--- src/rtl/fp_swap_align_stage_pkg.sv ---
// Shared vecunit FP definitions: default field widths, lane operand type and
// the exponent-difference saturation helper used by the swap/align stage.
package fp_swap_align_stage_pkg;

  localparam int FP_EXP_W = 8;
  localparam int FP_MAN_W = 23;
  localparam int FP_SH_W  = 5;

  typedef struct packed {
    logic                s;
    logic [FP_EXP_W-1:0] e;
    logic [FP_MAN_W-1:0] m;
  } lane_op_t;

  // Clamp an exponent difference to what the alignment shifter can encode.
  function automatic logic [31:0] ediff_sat(input logic [31:0] diff, input int unsigned sh_w);
    logic [31:0] lim;
    lim = (32'd1 << sh_w) - 32'd1;
    return (diff > lim) ? lim : diff;
  endfunction

endpackage

--- src/rtl/fp_swap_lane.sv ---
// Per-lane combinational magnitude compare, operand swap, sign and exponent
// difference; a disabled lane drives all of its results to zero.
module fp_swap_lane
  import fp_swap_align_stage_pkg::*;
#(
  parameter int EXP_W = FP_EXP_W,
  parameter int MAN_W = FP_MAN_W,
  parameter int SH_W  = FP_SH_W
) (
  input  logic             en_i,
  input  logic             sub_i,
  input  logic             a_s_i,
  input  logic [EXP_W-1:0] a_e_i,
  input  logic [MAN_W-1:0] a_m_i,
  input  logic             b_s_i,
  input  logic [EXP_W-1:0] b_e_i,
  input  logic [MAN_W-1:0] b_m_i,
  output logic [EXP_W-1:0] big_e_o,
  output logic [EXP_W-1:0] small_e_o,
  output logic [MAN_W-1:0] big_m_o,
  output logic [MAN_W-1:0] small_m_o,
  output logic [SH_W-1:0]  ediff_o,
  output logic             res_s_o,
  output logic             eff_sub_o,
  output logic             swap_o
);

  logic             w_bs;
  logic             w_swap;
  logic [EXP_W-1:0] w_big_e;
  logic [EXP_W-1:0] w_small_e;
  logic [EXP_W-1:0] w_diff;

  // Equal magnitudes keep A in front, so an exact cancel takes A's sign.
  assign w_bs      = b_s_i ^ sub_i;
  assign w_swap    = {b_e_i, b_m_i} > {a_e_i, a_m_i};
  assign w_big_e   = w_swap ? b_e_i : a_e_i;
  assign w_small_e = w_swap ? a_e_i : b_e_i;
  assign w_diff    = w_big_e - w_small_e;

  assign big_e_o   = en_i ? w_big_e : '0;
  assign small_e_o = en_i ? w_small_e : '0;
  assign big_m_o   = en_i ? (w_swap ? b_m_i : a_m_i) : '0;
  assign small_m_o = en_i ? (w_swap ? a_m_i : b_m_i) : '0;
  assign ediff_o   = en_i ? SH_W'(ediff_sat(32'(w_diff), SH_W)) : '0;
  assign res_s_o   = en_i & (w_swap ? w_bs : a_s_i);
  assign eff_sub_o = en_i & (a_s_i ^ w_bs);
  assign swap_o    = en_i & w_swap;

endmodule

--- src/rtl/fp_swap_align_stage.sv ---
// Operand-order pipeline stage for the vecunit FP adder: LANES swap lanes behind one
// valid/ready register stage. Define SWAP_SKID_EN for a registered-ready 2-entry skid.
module fp_swap_align_stage
  import fp_swap_align_stage_pkg::*;
#(
  parameter int LANES = 4,
  parameter int EXP_W = FP_EXP_W,
  parameter int MAN_W = FP_MAN_W,
  parameter int SH_W  = FP_SH_W
) (
  input  logic                   clk_i,
  input  logic                   rst_i,
  input  logic                   flush_i,
  input  logic                   in_valid_i,
  output logic                   in_ready_o,
  input  logic [LANES-1:0]       lane_en_i,
  input  logic                   sub_i,
  input  logic [LANES-1:0]       a_s_i,
  input  logic [LANES-1:0]       b_s_i,
  input  logic [LANES*EXP_W-1:0] a_e_i,
  input  logic [LANES*EXP_W-1:0] b_e_i,
  input  logic [LANES*MAN_W-1:0] a_m_i,
  input  logic [LANES*MAN_W-1:0] b_m_i,
  output logic                   out_valid_o,
  input  logic                   out_ready_i,
  output logic [LANES*EXP_W-1:0] big_e_o,
  output logic [LANES*EXP_W-1:0] small_e_o,
  output logic [LANES*MAN_W-1:0] big_m_o,
  output logic [LANES*MAN_W-1:0] small_m_o,
  output logic [LANES-1:0]       res_s_o,
  output logic [LANES-1:0]       eff_sub_o,
  output logic [LANES*SH_W-1:0]  ediff_o,
  output logic [LANES-1:0]       swap_o,
  output logic [LANES-1:0]       lane_en_o
);

  // Each lane's results travel as one packed record inside the beat word.
  localparam int BE_O = 0;
  localparam int SE_O = EXP_W;
  localparam int BM_O = 2*EXP_W;
  localparam int SM_O = 2*EXP_W + MAN_W;
  localparam int ED_O = 2*EXP_W + 2*MAN_W;
  localparam int ES_O = ED_O + SH_W;
  localparam int RS_O = ES_O + 1;
  localparam int SW_O = RS_O + 1;
  localparam int EN_O = SW_O + 1;
  localparam int LW   = EN_O + 1;

  logic [LANES*LW-1:0] w_beat;
  logic [LANES*LW-1:0] r_out_data;
  logic                r_out_valid;
  logic                w_in_fire;

  for (genvar gi = 0; gi < LANES; gi++) begin : g_lane
    fp_swap_lane #(.EXP_W(EXP_W), .MAN_W(MAN_W), .SH_W(SH_W)) u_lane (
      .en_i      (lane_en_i[gi]),
      .sub_i     (sub_i),
      .a_s_i     (a_s_i[gi]),
      .a_e_i     (a_e_i[gi*EXP_W +: EXP_W]),
      .a_m_i     (a_m_i[gi*MAN_W +: MAN_W]),
      .b_s_i     (b_s_i[gi]),
      .b_e_i     (b_e_i[gi*EXP_W +: EXP_W]),
      .b_m_i     (b_m_i[gi*MAN_W +: MAN_W]),
      .big_e_o   (w_beat[gi*LW+BE_O +: EXP_W]),
      .small_e_o (w_beat[gi*LW+SE_O +: EXP_W]),
      .big_m_o   (w_beat[gi*LW+BM_O +: MAN_W]),
      .small_m_o (w_beat[gi*LW+SM_O +: MAN_W]),
      .ediff_o   (w_beat[gi*LW+ED_O +: SH_W]),
      .res_s_o   (w_beat[gi*LW+RS_O]),
      .eff_sub_o (w_beat[gi*LW+ES_O]),
      .swap_o    (w_beat[gi*LW+SW_O])
    );
    assign w_beat[gi*LW+EN_O] = lane_en_i[gi];

    assign big_e_o[gi*EXP_W +: EXP_W]   = r_out_data[gi*LW+BE_O +: EXP_W];
    assign small_e_o[gi*EXP_W +: EXP_W] = r_out_data[gi*LW+SE_O +: EXP_W];
    assign big_m_o[gi*MAN_W +: MAN_W]   = r_out_data[gi*LW+BM_O +: MAN_W];
    assign small_m_o[gi*MAN_W +: MAN_W] = r_out_data[gi*LW+SM_O +: MAN_W];
    assign ediff_o[gi*SH_W +: SH_W]     = r_out_data[gi*LW+ED_O +: SH_W];
    assign eff_sub_o[gi]                = r_out_data[gi*LW+ES_O];
    assign res_s_o[gi]                  = r_out_data[gi*LW+RS_O];
    assign swap_o[gi]                   = r_out_data[gi*LW+SW_O];
    assign lane_en_o[gi]                = r_out_data[gi*LW+EN_O];
  end

  assign out_valid_o = r_out_valid;

`ifdef SWAP_SKID_EN
  logic                r_skid_valid;
  logic [LANES*LW-1:0] r_skid_data;
  logic                w_out_free;

  // Ready depends only on the skid flop; the skid is drained first to keep order.
  assign in_ready_o = ~r_skid_valid;
  assign w_in_fire  = in_valid_i & ~r_skid_valid;
  assign w_out_free = ~r_out_valid | out_ready_i;

  always_ff @(posedge clk_i or posedge rst_i) begin
    if (rst_i) begin
      r_out_valid  <= 1'b0;
      r_out_data   <= '0;
      r_skid_valid <= 1'b0;
      r_skid_data  <= '0;
    end else if (flush_i) begin
      r_out_valid  <= 1'b0;
      r_skid_valid <= 1'b0;
    end else if (w_out_free) begin
      if (r_skid_valid) begin
        r_out_valid  <= 1'b1;
        r_out_data   <= r_skid_data;
        r_skid_valid <= 1'b0;
      end else if (w_in_fire) begin
        r_out_valid <= 1'b1;
        r_out_data  <= w_beat;
      end else begin
        r_out_valid <= 1'b0;
      end
    end else if (w_in_fire) begin
      r_skid_valid <= 1'b1;
      r_skid_data  <= w_beat;
    end
  end
`else
  assign in_ready_o = ~r_out_valid | out_ready_i;
  assign w_in_fire  = in_valid_i & in_ready_o;

  always_ff @(posedge clk_i or posedge rst_i) begin
    if (rst_i) begin
      r_out_valid <= 1'b0;
      r_out_data  <= '0;
    end else if (flush_i) begin
      r_out_valid <= 1'b0;
    end else if (w_in_fire) begin
      r_out_valid <= 1'b1;
      r_out_data  <= w_beat;
    end else if (out_ready_i) begin
      r_out_valid <= 1'b0;
    end
  end
`endif

endmodule
--- config.mk ---
export PLATFORM = sky130hd
export DESIGN_NAME = fp_swap_align_stage
export DESIGN_NICKNAME = d
export VERILOG_FILES = /design/src/rtl/fp_swap_align_stage_pkg.sv /design/src/rtl/fp_swap_lane.sv /design/src/rtl/fp_swap_align_stage.sv
export SDC_FILE = /design/constraint.sdc
export NUM_CORES = 1
export LEC_CHECK = 0
export ABC_AREA = 1
export BUFFER_PORTS_ARGS = -buffer_cell sky130_fd_sc_hd__buf_4
export CAP_MARGIN = 20
export CORE_AREA = 10 10 223 225
export DETAILED_ROUTE_END_ITERATION = 10
export DIE_AREA = 0 0 233 235
export HOLD_SLACK_MARGIN = 0.12
export SKIP_CTS_REPAIR_TIMING = 1
export SLEW_MARGIN = 40
export SYNTH_ARGS = -nofsm -noshare
export SYNTH_HDL_FRONTEND = slang
export SYNTH_SLANG_ARGS = --single-unit
export TNS_END_PERCENT = 30
--- constraint.sdc ---
create_clock -name clk_i -period 18.95 [get_ports clk_i]
set_input_delay 3.79 -clock clk_i [delete_from_list [all_inputs] [get_ports clk_i]]
set_output_delay 3.79 -clock clk_i [all_outputs]
set_load 0.005 [all_outputs]
# Yosys cells after proc, flatten, opt, wreduce, memory -nomap -nowiden
# Index checks and enable logic that the tools add are counted.
[op_classes]
add_sub_neg = 4
order_cmp = 8
mux = 47
bitwise = 24
n_reduce_logical = 2
[ops]
columns = ["op", "n"]
rows = [
  ["two-way mux 23 bit", 16],
  ["two-way mux 8 bit", 16],
  ["> comparator 31 bit", 4],
  ["two-way mux 5 bit", 8],
  ["> comparator 8 x 5 -> 1 bit (second input constant)", 4],
  ["subtractor 8 bit", 4],
  ["bitwise AND 1 bit", 13],
  ["bitwise XOR 1 bit", 8],
  ["two-way mux 1 bit", 7],
  ["nonzero test 3 bit", 1],
  ["inverter 1 bit", 2],
  ["AND reduction 2 bit", 1],
  ["OR 1 bit", 1],
]
[totals]
reg_bits = 285
in_bits = 266
output_inout_bits = 286
elab_cells = 87

# Longest topological paths before layout
[logic_depth]
word_depth = 6
depth_mapped = 26
ltp_nobuf = 25

# Cells and area by module
# From an unflattened synthesis, not the netlist that was laid out.
[unflattened]
hier_cells = 2908
area_unflattened_um2 = 20236.9
[modules_own_cells]
columns = ["module", "n_inst", "cells_each", "area_each_um2", "seq_area_each_um2"]
rows = [
  ["fp_swap_align_stage", 1, 1237, 11217.0, 7131.8],
  ["fp_swap_lane at g_lane[1].u_lane ...", 2, 419, 2229.6, 0.0],
  ["fp_swap_lane at g_lane[0].u_lane", 1, 418, 2287.2, 0.0],
  ["fp_swap_lane at g_lane[2].u_lane", 1, 415, 2273.4, 0.0],
]

# Worst setup path after synthesis
# OpenSTA, ideal clock, no wires.
[synth_path]
path_type = "input port to output port"
start = "input out_ready_i"
end = "output in_ready_o"
arrival_time_ns = 3.968
t_required_ns = 15.160
setup_slack_ns = 11.192
path_stages = 2
path_buffers = 0
cell_sequence = "nor2_1 inv_1"
[synth_via]
elab_chain_cells = 1
[synth_lines]
columns = ["element", "line_no", "text"]
rows = [
  ["start, declared", "fp_swap_align_stage.sv:25", "input logic out_ready_i,"],
  ["OR 1 bit", "fp_swap_align_stage.sv:124", "assign in_ready_o = ~r_out_valid | out_ready_i;"],
  ["end, declared", "fp_swap_align_stage.sv:15", "output logic in_ready_o,"],
]
# Every way passes these cells.

# Worst setup path in the final report
# Same ends and word-level chain as after synthesis.

==> qor.yml <==
placed_design:
  place.gp.congestion: 0.870
  dpl_cell_area_mm2: 0.0223
  io_buffers: 551
  dp.cells: 3499
  place_hpwl_um: 51400
synthesis:
  yosysTopAreaCell: "dfrtp_1"
  yosysWarnings: 0
  synth_area_leaders: "dfrtp_1, nand2_1, o21ai_0"
  netlist_area_mm2: 0.0178
  synth_cells: 2455
  ys_seq_elements: 285
  syn_nets: 2849
  synthArstFlopShare_pct: 100
  syn_avg_cell_area_um2: 7.27
  synth-seq-area-share_pct: 40.0
  yosys.area.top_type_share_pct: 40.0
  synth-main-ff-cell: "dfrtp_1"
  synth.distinct_cells: 34
  synth-edff-count: 0
hold_path:
  hold_class: "register to register"
  hold_depth: 2
routing:
  viasPerCell: 5.12
  firstDrtPassIters: 5
  drtAntennaViolNets: 0
  drc: 0
  drtIter0Drc: 1285
  routed_wirelength_um: 68100
  via_count: 18200
  detail_route.wl_per_cell_um: 19.1
finish:
  fin_area_mm2: 0.0235
  nets: 3332
  layout-drive-gt1-share_pct: 23.3
  fin_cells: 3563
  area_delta_synth_final_pct: 31.7
timing:
  worstMarginPinSlew_ps: 892
  fin_crit_sh_pct: 42.5
  timing.hold.ws_ps: 475
  final_max_slew_viol_count: 0
  setup_tns_ps: 0
  max_clock_freq_mhz: 124
  fin_crit_ps: 8050
  setup_viol: 0
  rsz0062_at_grt: "false"
  skew_ps: 17.9
  max_slew_margin_pct: 40.5
  hold_violations: 0
global_route:
  grt_max_degree: 176
  grt_pass1_vias: 17800
  grt_overflow_total: 0
  grt_pass1_wl_um: 106000
  gr-usage-all-layers_pct: 24.2
  antenna_found_initial: 2
power:
  finalPower_uw: 2050
  power_switching_uw: 677
  ir_drop_uv: 57.2
  powerDensity_mw_per_mm2: 87.1
  p_clk_share_pct: 33.4
  combPwrFrac_pct: 29.2
  p_leak_uw: 0.0127
  sw_frac_of_total_pct: 33.1
  p_int_uw: 1370
  power_frac_seq_pct: 37.4
critical_path:
  crit_chain: "buf_4, nor2_1, inv_1, buf_4"
  worstSetupStartpointType: "primary input"
  cp.arrival_ps: 4260
  crit_slowest_cell: "nor2_1"
  critPathRequiredTime_ps: 15160
  crit_top_cell: "buf_4"
  path_buf_inv: 3
  path_class: "primary input to output port"
  cp.depth: 4
  cp_top_family: "buffers and inverters"
  crit_path_max_fanout: 2
  end_kind: "output port"
  reg2regPathDepth: 9
  max_stage_delay_ps: 160
cts:
  cts.root.buffer_cell: "clkbuf_16"
  cts-htree-levels: 2
  cts_tree: "built"
  path_clk_slew_ps: 50
  clk_path_buf_depth: 3
  cts_buffers: 37
  cts_sinks: 285
  clk_latency_ps: 550
outcome:
  outcome: "finished clean"
floorplanning:
  initial_utilization_pct: 39.6
  num_rows: 78
  die_width_um: 233
  ios: 552
  die_area_mm2: 0.0548
  die_y_um: 235
  core_mm2: 0.0451
flow_run:
  drv_cap: 0
==> worst min-delay path, delay by kind of cell, from the launching register on <==
kind | cells | cell delay [ps]
and+or+nand+nor | 2 | 100
DFF | 1 | 340
==> cells in the final DEF (no fill, tap or decap), types with 2 or more instances in the layout <==
cell,count
clkinvlp_4,2
xor2_1,5
nand2_2,39
clkbuf_8,9
clkbuf_16,37
nand2_1,684
nor2_1,240
dfrtp_1,285
nor3_2,4
a22o_1,28
o21ai_0,418
inv_1,255
clkbuf_1,8
nand3_2,6
inv_2,2
nand4_1,31
buf_6,2
nor3_1,8
nand2_4,9
buf_4,557
a21oi_1,47
o21ai_1,21
xnor2_1,15
inv_4,4
diode_2,2
a21o_1,7
ha_1,128
nand3b_1,9
nor2_2,4
nand3_1,81
clkinv_2,6
==> power by group through the flow <==
stage / Sequential, uW / Clock (uW) / Combinational [uW]
floorplan: 768 / 0 / 285
global placement: 772 / 0 / 596
detailed placement: 774 / 0 / 605
CTS: 764 / 700 / 607
global route: 775 / 726 / 673
finish: 765 / 682 / 598
==> registers in the layout, indices dropped and copies added, names as in the netlist <==
signal	cells
out_valid_o	1
r_out_data	284
==> Yosys cell counts (all sizes together), types with 15 or more instances <==
master and instances:
a21oi 48, a22o 28, buf 21, clkbuf 95
dfrtp 285, ha 128, inv 263, nand2 733
nand3 87, nand4 32, nor2 244, o21ai 440
xnor2 15
==> area by class of cell <==
type	count	area [um2]
Clock inverter	9	78.8
Fill cell	4480	21600
Tap cell	600	751
Multi-Input combinational cell	1790	9220
Clock buffer	53	1070
Sequential cell	285	7130
Timing Repair Buffer	560	4220
Inverter	264	1020
Antenna cell	2	5.00
==> cells by family (layout without fill, tap and decap cells) <==
group / Yosys count / after routing / share of synthesized area, %
and+or+nand+nor: 1118 / 1118 / 26.1
DFF: 285 / 285 / 40.0
buffers and inverters: 380 / 886 / 8.47
AOI/OAI and AO/OA: 524 / 524 / 15.5
other: 0 / 2 / 0
xor gates and xnor gates: 20 / 20 / 0.982
adders and majority gates: 128 / 128 / 8.98
==> worst paths after layout <==
check	start	slack (ps)	to
setup reg to reg	out_valid_o$_DFFE_PP0P_	16330	r_out_data[21]$_DFFE_PP0P_
setup / recovery	out_ready_i	10900	in_ready_o
hold reg to reg	r_out_data[283]$_DFFE_PP0P_	480	r_out_data[283]$_DFFE_PP0P_
min in group asynchronous	rst_i	3340	r_out_data[224]$_DFFE_PP0P_
max in group asynchronous	rst_i	13770	r_out_data[131]$_DFFE_PP0P_
hold / removal	r_out_data[283]$_DFFE_PP0P_	480	r_out_data[283]$_DFFE_PP0P_
==> stage by stage <==
step	util [%]	setup WS, ps
2_1_floorplan	-	7300
3_3_place_gp	49.5	10860
3_5_place_dp	49.5	10900
4_1_cts	52.1	10900
5_1_grt	52.1	10840
6_report	52.1	10900
==> routing by layer <==
layer | vias up | share of wire, % | track usage (%)
met4 | 0 | 2.8 | 7.10
li1 | 8907 | - | -
met1 | 8652 | 41 | 30.1
met3 | 92 | 7.1 | 5.59
met2 | 582 | 49 | 40.9
met5 | - | 0 | 0
(Power assumes the default switching activity.)
